### src/rtl/serial_addsub_ctrl.sv
// Bit-serial WIDTH-bit adder/subtractor sequencer around a single one-bit full-adder cell.
// Optional signed-overflow flag is compiled in when SERIAL_ADDSUB_OVF_EN is defined.
module serial_addsub_ctrl #(
    parameter int WIDTH = 8
) (
    input  logic             clk,
    input  logic             rst,
    input  logic             start,
    input  logic             mode,
    input  logic [WIDTH-1:0] a_in,
    input  logic [WIDTH-1:0] b_in,
    output logic             busy,
    output logic             done,
    output logic [WIDTH-1:0] result,
    output logic             carry_out,
    output logic             overflow
);

    localparam int CW = $clog2(WIDTH);
    localparam logic [CW-1:0] LAST_BIT = CW'(WIDTH - 1);

    typedef enum logic [1:0] {
        S_IDLE  = 2'd0,
        S_SHIFT = 2'd1,
        S_DONE  = 2'd2
    } state_t;

    state_t           state_q, state_d;
    logic [WIDTH-1:0] a_sr_q, a_sr_d;
    logic [WIDTH-1:0] b_sr_q, b_sr_d;
    logic [WIDTH-2:0] res_sr_q, res_sr_d;
    logic [CW-1:0]    cnt_q, cnt_d;
    logic             carry_q, carry_d;
    logic             mode_q, mode_d;
    logic [WIDTH-1:0] result_q, result_d;
    logic             cout_q, cout_d;

    logic             fa_a_s, fa_b_s, fa_sum_s, fa_cout_s;
    logic [WIDTH-1:0] res_shift_s;
    logic             last_s;

    // One-bit full-adder cell; subtraction inverts B here and seeds the carry with 1.
    always_comb begin
        fa_a_s      = a_sr_q[0];
        fa_b_s      = b_sr_q[0] ^ mode_q;
        fa_sum_s    = fa_a_s ^ fa_b_s ^ carry_q;
        fa_cout_s   = (fa_a_s & fa_b_s) | (carry_q & (fa_a_s ^ fa_b_s));
        res_shift_s = {fa_sum_s, res_sr_q};
        last_s      = (state_q == S_SHIFT) && (cnt_q == LAST_BIT);
    end

    // Next-state and datapath sequencing.
    always_comb begin
        state_d  = state_q;
        a_sr_d   = a_sr_q;
        b_sr_d   = b_sr_q;
        res_sr_d = res_sr_q;
        cnt_d    = cnt_q;
        carry_d  = carry_q;
        mode_d   = mode_q;
        result_d = result_q;
        cout_d   = cout_q;
        case (state_q)
            S_IDLE, S_DONE: begin
                if (start) begin
                    a_sr_d  = a_in;
                    b_sr_d  = b_in;
                    carry_d = mode;
                    mode_d  = mode;
                    cnt_d   = '0;
                    state_d = S_SHIFT;
                end else begin
                    state_d = S_IDLE;
                end
            end
            S_SHIFT: begin
                a_sr_d   = {1'b0, a_sr_q[WIDTH-1:1]};
                b_sr_d   = {1'b0, b_sr_q[WIDTH-1:1]};
                res_sr_d = res_shift_s[WIDTH-1:1];
                carry_d  = fa_cout_s;
                cnt_d    = cnt_q + CW'(1);
                if (last_s) begin
                    result_d = res_shift_s;
                    cout_d   = fa_cout_s;
                    state_d  = S_DONE;
                end else begin
                    state_d  = S_SHIFT;
                end
            end
            default: begin
                state_d = S_IDLE;
            end
        endcase
    end

    // State and datapath registers.
    always_ff @(posedge clk or posedge rst) begin
        if (rst) begin
            state_q  <= S_IDLE;
            a_sr_q   <= '0;
            b_sr_q   <= '0;
            res_sr_q <= '0;
            cnt_q    <= '0;
            carry_q  <= 1'b0;
            mode_q   <= 1'b0;
            result_q <= '0;
            cout_q   <= 1'b0;
        end else begin
            state_q  <= state_d;
            a_sr_q   <= a_sr_d;
            b_sr_q   <= b_sr_d;
            res_sr_q <= res_sr_d;
            cnt_q    <= cnt_d;
            carry_q  <= carry_d;
            mode_q   <= mode_d;
            result_q <= result_d;
            cout_q   <= cout_d;
        end
    end

`ifdef SERIAL_ADDSUB_OVF_EN
    logic ovf_q, ovf_d;

    // Signed overflow: carry into the MSB differs from the carry out of it.
    always_comb begin
        if (last_s) begin
            ovf_d = carry_q ^ fa_cout_s;
        end else begin
            ovf_d = ovf_q;
        end
    end

    // Overflow flag register.
    always_ff @(posedge clk or posedge rst) begin
        if (rst) begin
            ovf_q <= 1'b0;
        end else begin
            ovf_q <= ovf_d;
        end
    end

    assign overflow = ovf_q;
`else
    assign overflow = 1'b0;
`endif

    assign busy      = (state_q == S_SHIFT);
    assign done      = (state_q == S_DONE);
    assign result    = result_q;
    assign carry_out = cout_q;

endmodule

### config.mk
export PLATFORM = sky130hd
export DESIGN_NAME = serial_addsub_ctrl
export DESIGN_NICKNAME = d
export VERILOG_FILES = /design/src/rtl/serial_addsub_ctrl.sv
export SDC_FILE = /design/constraint.sdc
export NUM_CORES = 1
export LEC_CHECK = 0
export ABC_AREA = 1
export CELL_PAD_IN_SITES_DETAIL_PLACEMENT = 1
export CELL_PAD_IN_SITES_GLOBAL_PLACEMENT = 1
export CORE_MARGIN = 4
export CORE_UTILIZATION = 35
export CTS_CLUSTER_SIZE = 40
export DETAILED_ROUTE_END_ITERATION = 7
export PLACE_DENSITY_LB_ADDON = 0.1
export SETUP_SLACK_MARGIN = 0.3
export SYNTH_ARGS = -nofsm -noshare
export SYNTH_HDL_FRONTEND = slang
export SYNTH_SLANG_ARGS = --single-unit
### constraint.sdc
create_clock -name clk -period 1.2 [get_ports clk]
set_input_delay 0.24 -clock clk [delete_from_list [all_inputs] [get_ports clk]]
set_output_delay 0.24 -clock clk [all_outputs]
set_load 0.005 [all_outputs]
Word-level counts from Yosys, hierarchy flattened
Cells that the tools add are included.
Cells by class
  $add $sub $neg: 1
  eq/ne operators: 4
  muxes and demuxes: 11
  bitwise gates (word level): 6
  reduce and logical (&&, ||, !) cells: 7
Operators by type and width (count)
  8-bit one-hot mux with 2 select lines: 2
  8-bit two-way mux: 2
  3-bit one-hot mux with 2 select lines: 1
  2-bit AND reduction: 3
  2-bit one-hot mux with 2 select lines: 1
  3-bit by 1-bit adder with 3-bit output, second input constant: 1
  3-bit equality test, second input constant: 1
  3-bit two-way mux: 1
  1-bit bitwise XOR: 3
  1-bit bitwise AND: 2
  2-bit by 1-bit equality test with 1-bit output, second input constant: 1
  2-bit equality test, second input constant: 1
  2-bit logical NOT: 1
  1-bit two-way mux: 2
  2-bit two-way mux: 1
  2-bit != test, second input constant: 1
  1-bit one-hot mux with 2 select lines: 1
  2-bit nonzero test: 1
  2-bit OR reduction: 1
  1-bit logical AND: 1
  1-bit bitwise OR: 1
Storage, ports and cells
  register bits after elaboration: 39
  input port bits: 20
  output and inout port bits: 12
  logic and storage cells: 38

Depth between registers and ports, before layout
  depth after elaboration: 5
  mapped depth: 8
  depth with buffers taken out: 7

Worst setup path after synthesis
Ideal clock, no wire load.
  path kind: reg2reg
  start: reg mode_q
  end: reg res_sr_q[6]
  setup time: 0.083 ns
  arrival: 1.144 ns
  data required time: 1.117 ns
  slack: -0.026 ns
  stages on the path, launching flop included: 4
  path buffers: 0
  clock period less this slack: 1.226 ns
  path through: dfrtp_1 -> xnor2_1 -> fa_1 -> o21ai_0
On the way
  cells in the longest elaborated chain, start to end: 3
RTL lines
  from (decl): line 34  | logic mode_q, mode_d;
  from (signal assigned): line 115  | mode_q <= mode_d;
  1-bit bitwise XOR: line 45  | fa_b_s = b_sr_q[0] ^ mode_q;
  1-bit bitwise XOR (2 in series): line 46  | fa_sum_s = fa_a_s ^ fa_b_s ^ carry_q;
  to (signal assigned): line 112  | res_sr_q <= res_sr_d;
  to (decl): line 31  | logic [WIDTH-2:0] res_sr_q, res_sr_d;
No other way between the ends.
A chain may end at the register's enable or synchronous reset.

Worst setup path after layout
  start: reg b_sr_q[0]
  end: reg res_sr_q[6]
On the way
  cells in the longest elaborated chain, start to end: 3
RTL lines
  from (decl): line 30  | logic [WIDTH-1:0] b_sr_q, b_sr_d;
  from (signal assigned): line 111  | b_sr_q <= b_sr_d;
  1-bit bitwise XOR: line 45
  1-bit bitwise XOR (2 in series): line 46
No other way between the ends.

==> results by group <==
Logic synthesis
  – Main area contributors after synthesis: dfrtp_1, nand2_1, inv_1
  – Synth top cells by count: nand2_1, inv_1, dfrtp_1, nand3_1, o21ai_0
  – Ys Warns: 0
  – Syn_nets: 250
  – EDFF count, synth: 0
  – Seq/Total Area, Yosys: 51.9%
  – Yosys top cell area share: ~52%
  – Synth async-reset ratio: 100%
  – Most common cell in the netlist: nand2_1
  – Post-synth top area cell: dfrtp_1
  – Synth cell types: 21
  – Avg Inst Size Synth: 8.29 µm²
  – Netlist Area Pre-Place: 0.00188 mm²
  – Top FF cell, synth: dfrtp_1
  – FF+latch count, synth: 39
  – Synth Instances: 227

Placement
  – Port Buffer Count: 30
  – Inst Count DP: between 300 and 400
  – RD Place Congestion: approximately 0.70
  – DP HPWL: 3040 µm

Floorplan
  – Initial Util: 36.4%
  – Die ar.: 0.00661 mm²
  – Die Wd: 81.3 µm
  – Core area: 0.00517 mm²
  – Rows: 26
  – I/O pin count: 32
  – Die height: 81.3 µm

Drt
  – Pre-antenna DRT Iters: 4
  – Remaining DRCs: 0
  – Vias per std cell: 4.74
  – 1st-iter DRT viols: 73
  – Via count: around 1700
  – Routed len/inst: roughly 16 µm
  – Antenna-violating nets left: 0
  – Drt total wl: 5770 µm

Final layout
  – Fin util: 58.9%
  – Final net count: 315
  – Diode count: 0
  – Non-Filler Instances: ~360
  – Share of cells above drive strength 1: 42.7%
  – # fillers: around 560
  – Layout area overhead: 61.8%

STA
  – RSZ-0062 raised after global routing: yes
  – Worst Slack Setup Final: -0.153 ns
  – Final min period: 1.35 ns
  – Final period util: 113%
  – Skew final: 0.0104 ns
  – Fmax: 739 MHz
  – Setup Viol. Count Final: 30
  – Final hold violations: 0
  – Final Slew Violations: 0

Power and ir drop
  – Leakage power: 1.56 nW
  – Pwr dens: around 3000 mW/mm²
  – Worst vdd ir: 0.00183 V

Clock network
  – CTS H-tree lvls: 2
  – Clk root buf: clkbuf_8
  – Total CTS buffers: 5
  – CTS tree: yes
  – Clock sinks: 39
  – Worst skew pair latency: 0.31 ns
  – Maximum clock path buffer count: 2
  – CTS clk-pin slew, worst paths: around 0.09 ns

Worst hold path
  – HP Class: in2async

GRT
  – First-pass GRT wire length: 8140 µm
  – Vias in the first global route: 1641
  – GR Overflow Total: 0
  – Initial antenna violation count: 0
  – Gr usage total: 16.6%
  – Pin count of the biggest net entering global routing: 40

Status
  – Status: finished, violations left
  – Violated checks: negative setup slack

Worst setup path
  – Crit path kind: reg2reg
  – CP arrival: 1.60 ns
  – Crit Path Max Fanout: 2
  – Crit end category: register
  – Worst setup SP type: register
  – CP required: ~1.4 ns

Job
  – Max_cap viols: 0
-- placed cells by master (no fill, tap or decap), types with 3 or more instances in the layout --
cell type / n
clkdlybuf4s50_1: 19
buf_2: 11
nand2_4: 6
inv_1: 38
buf_4: 15
nand3_1: 15
nand2_8: 5
nand3_2: 13
clkbuf_8: 5
buf_6: 8
nand2_1: 53
o21ai_1: 3
nand2_2: 17
o21ai_2: 14
dfrtp_1: 38
buf_12: 9
-- power breakdown --
group / switching, W / internal, W
registers: 0.000412 / 0.00195
clock network: 0.000510 / 0.000830
logic: 0.00279 / 0.00256
total: 0.00371 / 0.00534
-- final cells by class --
class / instances / area (µm²) / share of cell area, %
Timing Repair Buffer: 64 / 668 / 21.9
Multi-Input combinational cell: 137 / 967 / 31.8
Sequential cell: 39 / 977 / 32.1
Clock inverter: 3 / 67.6 / 2.22
Clock buffer: 5 / 68.8 / 2.26
Tap cell: 70 / 87.6 / 2.88
Timing Repair inverter: 1 / 11.3 / 0.370
Inverter: 44 / 196 / 6.45
-- repair_timing --
| item | 4_1_cts | 5_1_grt |
|---|---|---|
| cloned | 3 | 2 |
| resized for setup | 71 | 59 |
| setup endpoints to repair | 50 | 50 |
| hold buffers | 0 | 0 |
| setup buffers | 3 | 14 |
| pin swaps | 10 | 19 |
-- sequential cells by signal, summed over array words and instances, names as in the netlist --
register / count
res_sr_q: 7
mode_q: 1
result: 8
b_sr_q: 8
state_q: 2
a_sr_q: 8
carry_out: 1
cnt_q: 3
carry_q: 1
-- cell families after synthesis --
group	share of synthesized area [%]
adders and majority gates	2.39
buffers and inverters	13.4
other	0.199
xor gates and xnor gates	0.466
AOI/OAI and AO/OA	6.65
DFF	51.9
and+or+nand+nor	25.1
-- path summary, 6_finish.rpt --
path                           start          end  slack [ns]  cells past startpoint
max in group asynchronous        rst   state_q[0]        0.68                      3
hold / removal                   rst  res_sr_q[1]        0.32                      3
min in group clk           result[4]    result[4]        0.49                      2
setup reg to reg           b_sr_q[0]  res_sr_q[6]       -0.15                      3
setup / recovery           b_sr_q[0]  res_sr_q[6]       -0.15                      3
hold reg to reg            result[4]    result[4]        0.49                      2
-- metrics by stage --
step	worst slack [ns]	hold WS [ns]	total power, W	TNS [ns]	area (µm²)
final	-0.153	0.319	0.00905	-2.56	3040
after global placement	-0.151	0.455	0.00570	-3.75	2410
after CTS	-0.120	0.328	0.00755	-2.43	2650
after floorplan	-0.0209	0.212	0.00464	-0.0492	1980
after detailed placement	-0.169	0.462	0.00580	-4.17	2410
after global routing	-0.213	0.335	0.00969	-4.38	3040
-- worst max-delay path, stage by stage (launching register included) --
cell and delay [ns]:
dfrtp_1 0.42, xnor2_2 0.22, fa_2 0.51, o21ai_2 0.14
-- metal layers --
layer | GRT usage (%) | wire (µm)
met2 | 25.2 | 2990
met3 | 4.43 | 198
met5 | 0 | 0
met4 | 4.56 | 97
met1 | 23.2 | 2490
Note: power is estimated with default switching activity, not from simulation.
